## src/rtl/mc_ctrl_pkg.sv

```systemverilog
// Shared types and field codes for the multicycle control FSM.
// Optional memory wait-state support is enabled with MC_CTRL_MEMWAIT_EN.
package mc_ctrl_pkg;

   typedef enum logic [3:0] {
      S_FETCH    = 4'd0,
      S_DECODE   = 4'd1,
      S_MEMADR   = 4'd2,
      S_MEMREAD  = 4'd3,
      S_MEMWB    = 4'd4,
      S_MEMWRITE = 4'd5,
      S_EXECR    = 4'd6,
      S_ALUWB    = 4'd7,
      S_EXECI    = 4'd8,
      S_JAL      = 4'd9,
      S_BEQ      = 4'd10
   } state_t;

   localparam logic [6:0] OP_LW  = 7'b0000011;
   localparam logic [6:0] OP_SW  = 7'b0100011;
   localparam logic [6:0] OP_R   = 7'b0110011;
   localparam logic [6:0] OP_I   = 7'b0010011;
   localparam logic [6:0] OP_JAL = 7'b1101111;
   localparam logic [6:0] OP_BEQ = 7'b1100011;

   localparam logic [1:0] ALUOP_ADD   = 2'b00;
   localparam logic [1:0] ALUOP_SUB   = 2'b01;
   localparam logic [1:0] ALUOP_FUNCT = 2'b10;

   localparam logic [1:0] RES_ALUOUT = 2'b00;
   localparam logic [1:0] RES_DATA   = 2'b01;
   localparam logic [1:0] RES_ALURES = 2'b10;

   localparam logic [1:0] SRCA_PC    = 2'b00;
   localparam logic [1:0] SRCA_OLDPC = 2'b01;
   localparam logic [1:0] SRCA_RS1   = 2'b10;

   localparam logic [1:0] SRCB_RS2  = 2'b00;
   localparam logic [1:0] SRCB_IMM  = 2'b01;
   localparam logic [1:0] SRCB_FOUR = 2'b10;

   typedef struct packed {
      logic       pc_update;
      logic       branch;
      logic       adr_src;
      logic       mem_write;
      logic       ir_write;
      logic       reg_write;
      logic [1:0] result_src;
      logic [1:0] alu_src_a;
      logic [1:0] alu_src_b;
      logic [1:0] alu_op;
   } ctrl_t;

   function automatic logic op_known(input logic [6:0] op);
      logic known;
      case (op)
         OP_LW, OP_SW, OP_R, OP_I, OP_JAL, OP_BEQ: known = 1'b1;
         default:                                 known = 1'b0;
      endcase
      return known;
   endfunction

endpackage

```

## src/rtl/mc_ctrl_outdec.sv

```systemverilog
// Pure state-to-control decode for the multicycle controller (Moore outputs).
module mc_ctrl_outdec
   import mc_ctrl_pkg::*;
(
   input  logic [3:0] state,
   output ctrl_t      ctrl
);

   // Per-state control vector; anything not set stays zero.
   always_comb begin
      ctrl = '0;
      case (state)
         S_FETCH: begin
            ctrl.ir_write   = 1'b1;
            ctrl.alu_src_b  = SRCB_FOUR;
            ctrl.result_src = RES_ALURES;
            ctrl.pc_update  = 1'b1;
         end
         S_DECODE: begin
            ctrl.alu_src_a = SRCA_OLDPC;
            ctrl.alu_src_b = SRCB_IMM;
         end
         S_MEMADR: begin
            ctrl.alu_src_a = SRCA_RS1;
            ctrl.alu_src_b = SRCB_IMM;
         end
         S_MEMREAD: ctrl.adr_src = 1'b1;
         S_MEMWB: begin
            ctrl.result_src = RES_DATA;
            ctrl.reg_write  = 1'b1;
         end
         S_MEMWRITE: begin
            ctrl.adr_src   = 1'b1;
            ctrl.mem_write = 1'b1;
         end
         S_EXECR: begin
            ctrl.alu_src_a = SRCA_RS1;
            ctrl.alu_op    = ALUOP_FUNCT;
         end
         S_EXECI: begin
            ctrl.alu_src_a = SRCA_RS1;
            ctrl.alu_src_b = SRCB_IMM;
            ctrl.alu_op    = ALUOP_FUNCT;
         end
         S_ALUWB: ctrl.reg_write = 1'b1;
         S_JAL: begin
            ctrl.alu_src_a = SRCA_OLDPC;
            ctrl.alu_src_b = SRCB_FOUR;
            ctrl.pc_update = 1'b1;
         end
         S_BEQ: begin
            ctrl.alu_src_a = SRCA_RS1;
            ctrl.alu_op    = ALUOP_SUB;
            ctrl.branch    = 1'b1;
         end
         default: ctrl = '0;
      endcase
   end

endmodule

```

## src/rtl/mc_ctrl.sv

```systemverilog
// Multicycle RISC-V style control FSM: state register, next-state logic, PCWrite and pulses.
// Define MC_CTRL_MEMWAIT_EN to stall FETCH/MEMREAD/MEMWRITE until MemReady.
module mc_ctrl
   import mc_ctrl_pkg::*;
(
   input  logic       clk,
   input  logic       reset,
   input  logic [6:0] op,
   input  logic       Zero,
   input  logic       MemReady,
   output logic       PCWrite,
   output logic       AdrSrc,
   output logic       MemWrite,
   output logic       IRWrite,
   output logic       RegWrite,
   output logic       InstrDone,
   output logic       IllegalInstr,
   output logic [1:0] ResultSrc,
   output logic [1:0] ALUSrcA,
   output logic [1:0] ALUSrcB,
   output logic [1:0] ALUOp,
   output logic [3:0] State
);

   state_t state;
   state_t next_state;
   ctrl_t  ctrl;
   logic   mem_go;
   logic   instr_done;
   logic   illegal;
   logic   pc_gate;

`ifdef MC_CTRL_MEMWAIT_EN
   assign mem_go = MemReady;
`else
   logic unused_mem_ready;
   assign unused_mem_ready = MemReady;
   assign mem_go           = 1'b1;
`endif

   mc_ctrl_outdec u_outdec (
      .state (state),
      .ctrl  (ctrl)
   );

   // Next-state selection; op is only looked at in DECODE and MEMADR.
   always_comb begin
      next_state = S_FETCH;
      case (state)
         S_FETCH:    next_state = mem_go ? S_DECODE : S_FETCH;
         S_DECODE: begin
            case (op)
               OP_LW, OP_SW: next_state = S_MEMADR;
               OP_R:         next_state = S_EXECR;
               OP_I:         next_state = S_EXECI;
               OP_JAL:       next_state = S_JAL;
               OP_BEQ:       next_state = S_BEQ;
               default:      next_state = S_FETCH;
            endcase
         end
         S_MEMADR:   next_state = (op == OP_SW) ? S_MEMWRITE : S_MEMREAD;
         S_MEMREAD:  next_state = mem_go ? S_MEMWB : S_MEMREAD;
         S_MEMWRITE: next_state = mem_go ? S_FETCH : S_MEMWRITE;
         S_EXECR, S_EXECI, S_JAL: next_state = S_ALUWB;
         S_MEMWB, S_ALUWB, S_BEQ: next_state = S_FETCH;
         default:    next_state = S_FETCH;
      endcase
   end

   // State register with synchronous reset back to FETCH.
   always_ff @(posedge clk) begin
      if (reset) begin
         state <= S_FETCH;
      end else begin
         state <= next_state;
      end
   end

   // Completion pulse: any legal exit to FETCH.
   always_comb begin
      instr_done = 1'b0;
      case (state)
         S_MEMWB, S_ALUWB, S_BEQ: instr_done = 1'b1;
         S_MEMWRITE:              instr_done = mem_go;
         default:                 instr_done = 1'b0;
      endcase
   end

   assign illegal = (state == S_DECODE) && !op_known(op);
   // A stalled FETCH must neither load IR nor advance PC.
   assign pc_gate = (state != S_FETCH) || mem_go;

   // Drive outputs; everything is forced low while reset is held.
   always_comb begin
      PCWrite      = 1'b0;
      AdrSrc       = 1'b0;
      MemWrite     = 1'b0;
      IRWrite      = 1'b0;
      RegWrite     = 1'b0;
      InstrDone    = 1'b0;
      IllegalInstr = 1'b0;
      ResultSrc    = 2'b00;
      ALUSrcA      = 2'b00;
      ALUSrcB      = 2'b00;
      ALUOp        = 2'b00;
      State        = 4'd0;
      if (!reset) begin
         PCWrite      = (ctrl.pc_update & pc_gate) | (ctrl.branch & Zero);
         AdrSrc       = ctrl.adr_src;
         MemWrite     = ctrl.mem_write;
         IRWrite      = ctrl.ir_write & mem_go;
         RegWrite     = ctrl.reg_write;
         InstrDone    = instr_done;
         IllegalInstr = illegal;
         ResultSrc    = ctrl.result_src;
         ALUSrcA      = ctrl.alu_src_a;
         ALUSrcB      = ctrl.alu_src_b;
         ALUOp        = ctrl.alu_op;
         State        = state;
      end else begin
         State = 4'd0;
      end
   end

endmodule
```

## config.mk

```make
export PLATFORM = sky130hd
export DESIGN_NAME = mc_ctrl
export DESIGN_NICKNAME = d
export VERILOG_FILES = /design/src/rtl/mc_ctrl_pkg.sv /design/src/rtl/mc_ctrl_outdec.sv /design/src/rtl/mc_ctrl.sv
export SDC_FILE = /design/constraint.sdc
export NUM_CORES = 1
export LEC_CHECK = 0
export CAP_MARGIN = 10
export CORE_MARGIN = 8
export CORE_UTILIZATION = 42
export DETAILED_ROUTE_END_ITERATION = 12
export PLACE_DENSITY_LB_ADDON = 0.08
export SLEW_MARGIN = 15
export SYNTH_ARGS = -nofsm -noshare
export SYNTH_HDL_FRONTEND = slang
export SYNTH_HIERARCHICAL = 1
export SYNTH_SLANG_ARGS = --single-unit
```

## constraint.sdc

```tcl
create_clock -name clk -period 3.8 [get_ports clk]
set_input_delay 0.95 -clock clk [delete_from_list [all_inputs] [get_ports clk]]
set_output_delay 0.95 -clock clk [all_outputs]
set_load 0.005 [all_outputs]
```

Word level (Yosys, flattened, before mapping)
Cells that the tools add are included.
{"block": "totals", "regBits": 4, "input_bits": 11, "output_inout_bits": 19}
{"block": "classes", "n_eq_ne": 16, "mux": 27, "bitwise": 2, "n_reduce_logical": 14}
{"operator": "$pmux 4 s5", "n": 2}
{"operator": "$eq 4x3->1 const B", "n": 4}
{"operator": "$pmux 2 s2", "n": 4}
{"operator": "$mux 1", "n": 15}
{"operator": "$eq 7x6->1 const B", "n": 2}
{"operator": "$eq 7x7->1 const B", "n": 2}
{"operator": "$eq 4x4->1 const B", "n": 3}
{"operator": "$reduce_or 2->1", "n": 6}
{"operator": "$eq 4x2->1 const B", "n": 2}
{"operator": "$mux 2", "n": 4}
{"operator": "$reduce_or 4->1", "n": 2}
{"operator": "$eq 7x2->1 const B", "n": 1}
{"operator": "$eq 7x5->1 const B", "n": 1}
{"operator": "$reduce_or 3->1", "n": 2}
{"operator": "$reduce_or 6->1", "n": 1}
{"operator": "$eq 4x1->1 const B", "n": 1}
{"operator": "$logic_not 4->1", "n": 1}
{"operator": "$mux 4", "n": 1}
{"operator": "$mux 3", "n": 1}
{"operator": "$and 1x1->1", "n": 1}
{"operator": "$logic_and 1x1->1", "n": 1}
{"operator": "$logic_not 1->1", "n": 1}
{"operator": "$or 1x1->1", "n": 1}

Logic depth before layout (Yosys ltp)
{"block": "depth", "word_depth": 6, "mapped_depth": 5, "mapped_depth_nobuf": 4}

By module
Netlist, hierarchy kept.
{"module": "mc_ctrl", "instances": 1, "cells_each": 65, "area_per_inst_um2": 429.2, "seq_area_each_um2": 80.1}
{"module": "mc_ctrl_outdec", "instances": 1, "cells_each": 28, "area_per_inst_um2": 190.2, "seq_area_each_um2": 0.0}

Least setup slack after synthesis
Ideal clock, no wire load.
{"block": "synth_timing", "kind": "input to output", "startpoint": "in reset", "endpoint": "out PCWrite", "t_arrival_ns": 1.589, "slack_ns": 1.261, "cell_stages": 3, "path_cell_list": "clkbuf_1 -> clkbuf_1 -> nor2_1"}
{"block": "synth_between", "elab_chain_len": 1}
{"item": "start: declaration", "line_no": "mc_ctrl.sv:7", "rtl": "input logic reset,"}
{"item": "$mux 1", "line_no": "mc_ctrl.sv:107", "rtl": "if (!reset) begin"}
{"item": "end: declaration", "line_no": "mc_ctrl.sv:11", "rtl": "output logic PCWrite,"}
Every way passes these cells.

Final worst setup path
{"block": "layout_timing", "startpoint": "in op[4]", "endpoint": "out IllegalInstr"}
{"block": "layout_between", "elab_chain_len": 6}
{"item": "start: declaration", "line_no": "mc_ctrl.sv:8", "rtl": "input logic [6:0] op,"}
{"item": "$eq 7x6->1, or another cell as far along", "line_no": "mc_ctrl_pkg.sv:57", "rtl": "case (op)"}
{"item": "$reduce_or 6->1 *", "line_no": "mc_ctrl_pkg.sv:57"}
{"item": "$mux 1 *", "line_no": "mc_ctrl_pkg.sv:57"}
{"item": "$logic_not 1->1 *", "line_no": "mc_ctrl.sv:89", "rtl": "assign illegal = (state == S_DECODE) && !op_known(op);"}
{"item": "$logic_and 1x1->1 *", "line_no": "mc_ctrl.sv:89"}
{"item": "$mux 1 *", "line_no": "mc_ctrl.sv:107"}
{"item": "end: declaration", "line_no": "mc_ctrl.sv:17", "rtl": "output logic IllegalInstr,"}
Mark *: on every way between the ends. The rest lies on a longest branch, timed or not.

==> impl_metrics.toml <==
[run_status]
status = "complete, no violations"

[sta]
slew_violations = 0
fin_ws_ps = 247
setup_viol = 0
fmax_mhz = 281
rsz0062_at_grt = "false"
fin_skew_ps = 0.764
worst_pin_slew_ps = 631
fin_crit_ps = 3550
slew_headroom_pct = 57.9
finalCritPeriodShare_pct = 93.5
holdWs_ps = 728
hold_viol_final = 0
tns_ps = 0

[cts]
cts_made_buffers = 3
cts_root_buffer = "clkbuf_4"
clock_path_buffers = 2
cts_tree = "done"
clk_latency_ps = 240
ctsHtreeMaxLevel = 1
path_clk_slew_ps = 40
cts_hold_buf = 0
numClockSinks = 4
cts_setup_buffers = 0
cts_resized = 0

[pwr]
p_leak_uw = 0.000309
power_density_mw_per_mm2 = 174
finalPower_uw = 157
ir_drop_mv = 0.150

[grt]
grt_overflow = 0
grtUsageTotal_pct = 11.0
grt_pass1_vias = 619
antenna_found_initial = 0
grt_pass1_wl_um = 2490
grt_max_degree = 20

[yosys]
ys_ff_latch = 4
synth_edf_count = 0
syn_area_per_cell_um2 = 6.66
synthTopCellsByArea = "nor2b_1, dfxtp_1, nor3_1"
yosys.area.top_type = "nor2b_1"
synth_top_area_share_pct = 16.2
ys_seq_area_share_pct = 12.9
yosys.cell_count.top_type = "nor2b_1"
synthCells = 93
synth_nets = 104
synth_cell_types = 34
synth_commonest_cells = "nor2b_1, nor3_1, nor2_1, a21oi_1, o21ai_0"
ys.flop_type = "dfxtp_1"
async_flop_share_pct = 0
synth_warnings = 6
syn_area_um2 = 619

[layout]
post-route-util_pct = 62.8
largestRegisters = "state (4)"
top_register = "state"
n_antenna_cell = 0
synthToLayoutAreaGrowth_pct = 45.7
layout-drive-gt1-share_pct = 6.84
finalNetCount = 130
largest_register_ffs = 4

[route]
totalWireLength_um = 1600
drtIter0Drc = 7
drc = 0
wl_per_cell_um = 12.0
ant_nets = 0
firstDrtPassIters = 4
num_vias = 715
vias_per_cell = 5.38

[worst_setup_path]
endpoint_kind = "output port"
cp_cell_sequence = "clkdlybuf4s50_1 > nand2b_1 > nor3_1 > a21oi_1 > o21a_1 > clkdlybuf4s50_1"
critPathMaxStageDelay_ps = 460
cp_max_fo = 5
critPathLaunchType = "input port"
worstPathArrival_ps = 2600
cp_common_cell = "clkdlybuf4s50_1"
reg2reg_depth = 3
slowest_stage = "clkdlybuf4s50_1"
criticalPathCategory = "in2out"
worstPathRequired_ps = 2850

[die]
dieArea_mm2 = 0.00296
placementRows = 14
coreArea_mm2 = 0.00144
num_io_pins = 30
start_util_pct = 43.1
die_h_um = 54.4
die_w_um = 54.4

[run]
cap_violations = 0

[min_path]
hold_class = "reg2reg"
hold_depth = 2

[place]
dp_hpwl_um = 1170
pre_cts_slack_ps = 257
gp_congestion = 0.839
port-buffer-count = 28
-- metal layers --
metal | routed length [um] | vias to the layer above | track usage [%]
met1 | 659 | 313 | 12.0
met5 | 0 | - | 0
met4 | 9 | 0 | 5.33
li1 | - | 374 | -
met2 | 782 | 26 | 18.7
met3 | 144 | 2 | 3.53
-- final timing paths --
path,from,end,slack (ps)
hold / removal,state[0],state[1],730
setup / recovery,op[4],IllegalInstr,250
hold reg to reg,state[0],state[1],730
setup reg to reg,state[1],state[1],2260
-- per-stage QoR --
step                cells  instance area, um2
floorplan              93                 619
global placement      130                 880
detailed placement    130                 880
CTS                   133                 902
global route          133                 902
finish                133                 902
-- report_power, final --
part / total [uW] / leakage, uW / switching [uW] / internal [uW]
logic: 54.1 / 0.000262 / 20.7 / 33.4
clock network: 53.4 / 0.0000138 / 18.1 / 35.4
registers: 49.1 / 0.0000326 / 5.57 / 43.5
-- worst max-delay path, delay by kind of cell --
family | cells | cell delay, ps
and+or+nand+nor | 2 | 500
buffers and inverters | 2 | 900
AOI/OAI and AO/OA | 2 | 240
-- layout make-up --
type | instances | area [um2]
Multi-Input combinational cell | 78 | 480
Timing Repair Buffer | 29 | 288
Tap cell | 16 | 20.0
Fill cell | 142 | 534
Sequential cell | 4 | 80.1
Inverter | 3 | 11.3
Clock buffer | 3 | 22.5
-- layout by cell type (no fill, tap or decap), drive strengths merged --
cell           instances
nand2                  5
o21ai                  6
dfxtp                  4
or4b                   1
xor2                   2
clkdlybuf4s50         28
a31oi                  2
nor4                   1
nand3                  1
nand3b                 1
a21oi                  6
o21a                   2
a221o                  1
buf                    1
nor2b                 16
xnor2                  2
inv                    3
nand4                  1
and3                   1
nand4bb                1
mux2i                  1
a211oi                 2
or3b                   2
nor3                   9
and4bb                 1
clkbuf                 3
nor2                   8
or3                    1
nor3b                  1
nand2b                 4
-- cells by family (layout without fill, tap and decap cells) --
logic type	after synthesis	count (layout)	share of synthesized area, %
AO/OA/AOI/OAI	19	19	19.0
XOR/XNOR	4	4	5.66
buffers and inverters	11	35	9.50
flip-flops	4	4	12.9
multiplexers	1	1	1.62
AND/OR/NAND/NOR	54	54	51.3
No activity file was read; power rests on OpenSTA's default activity.
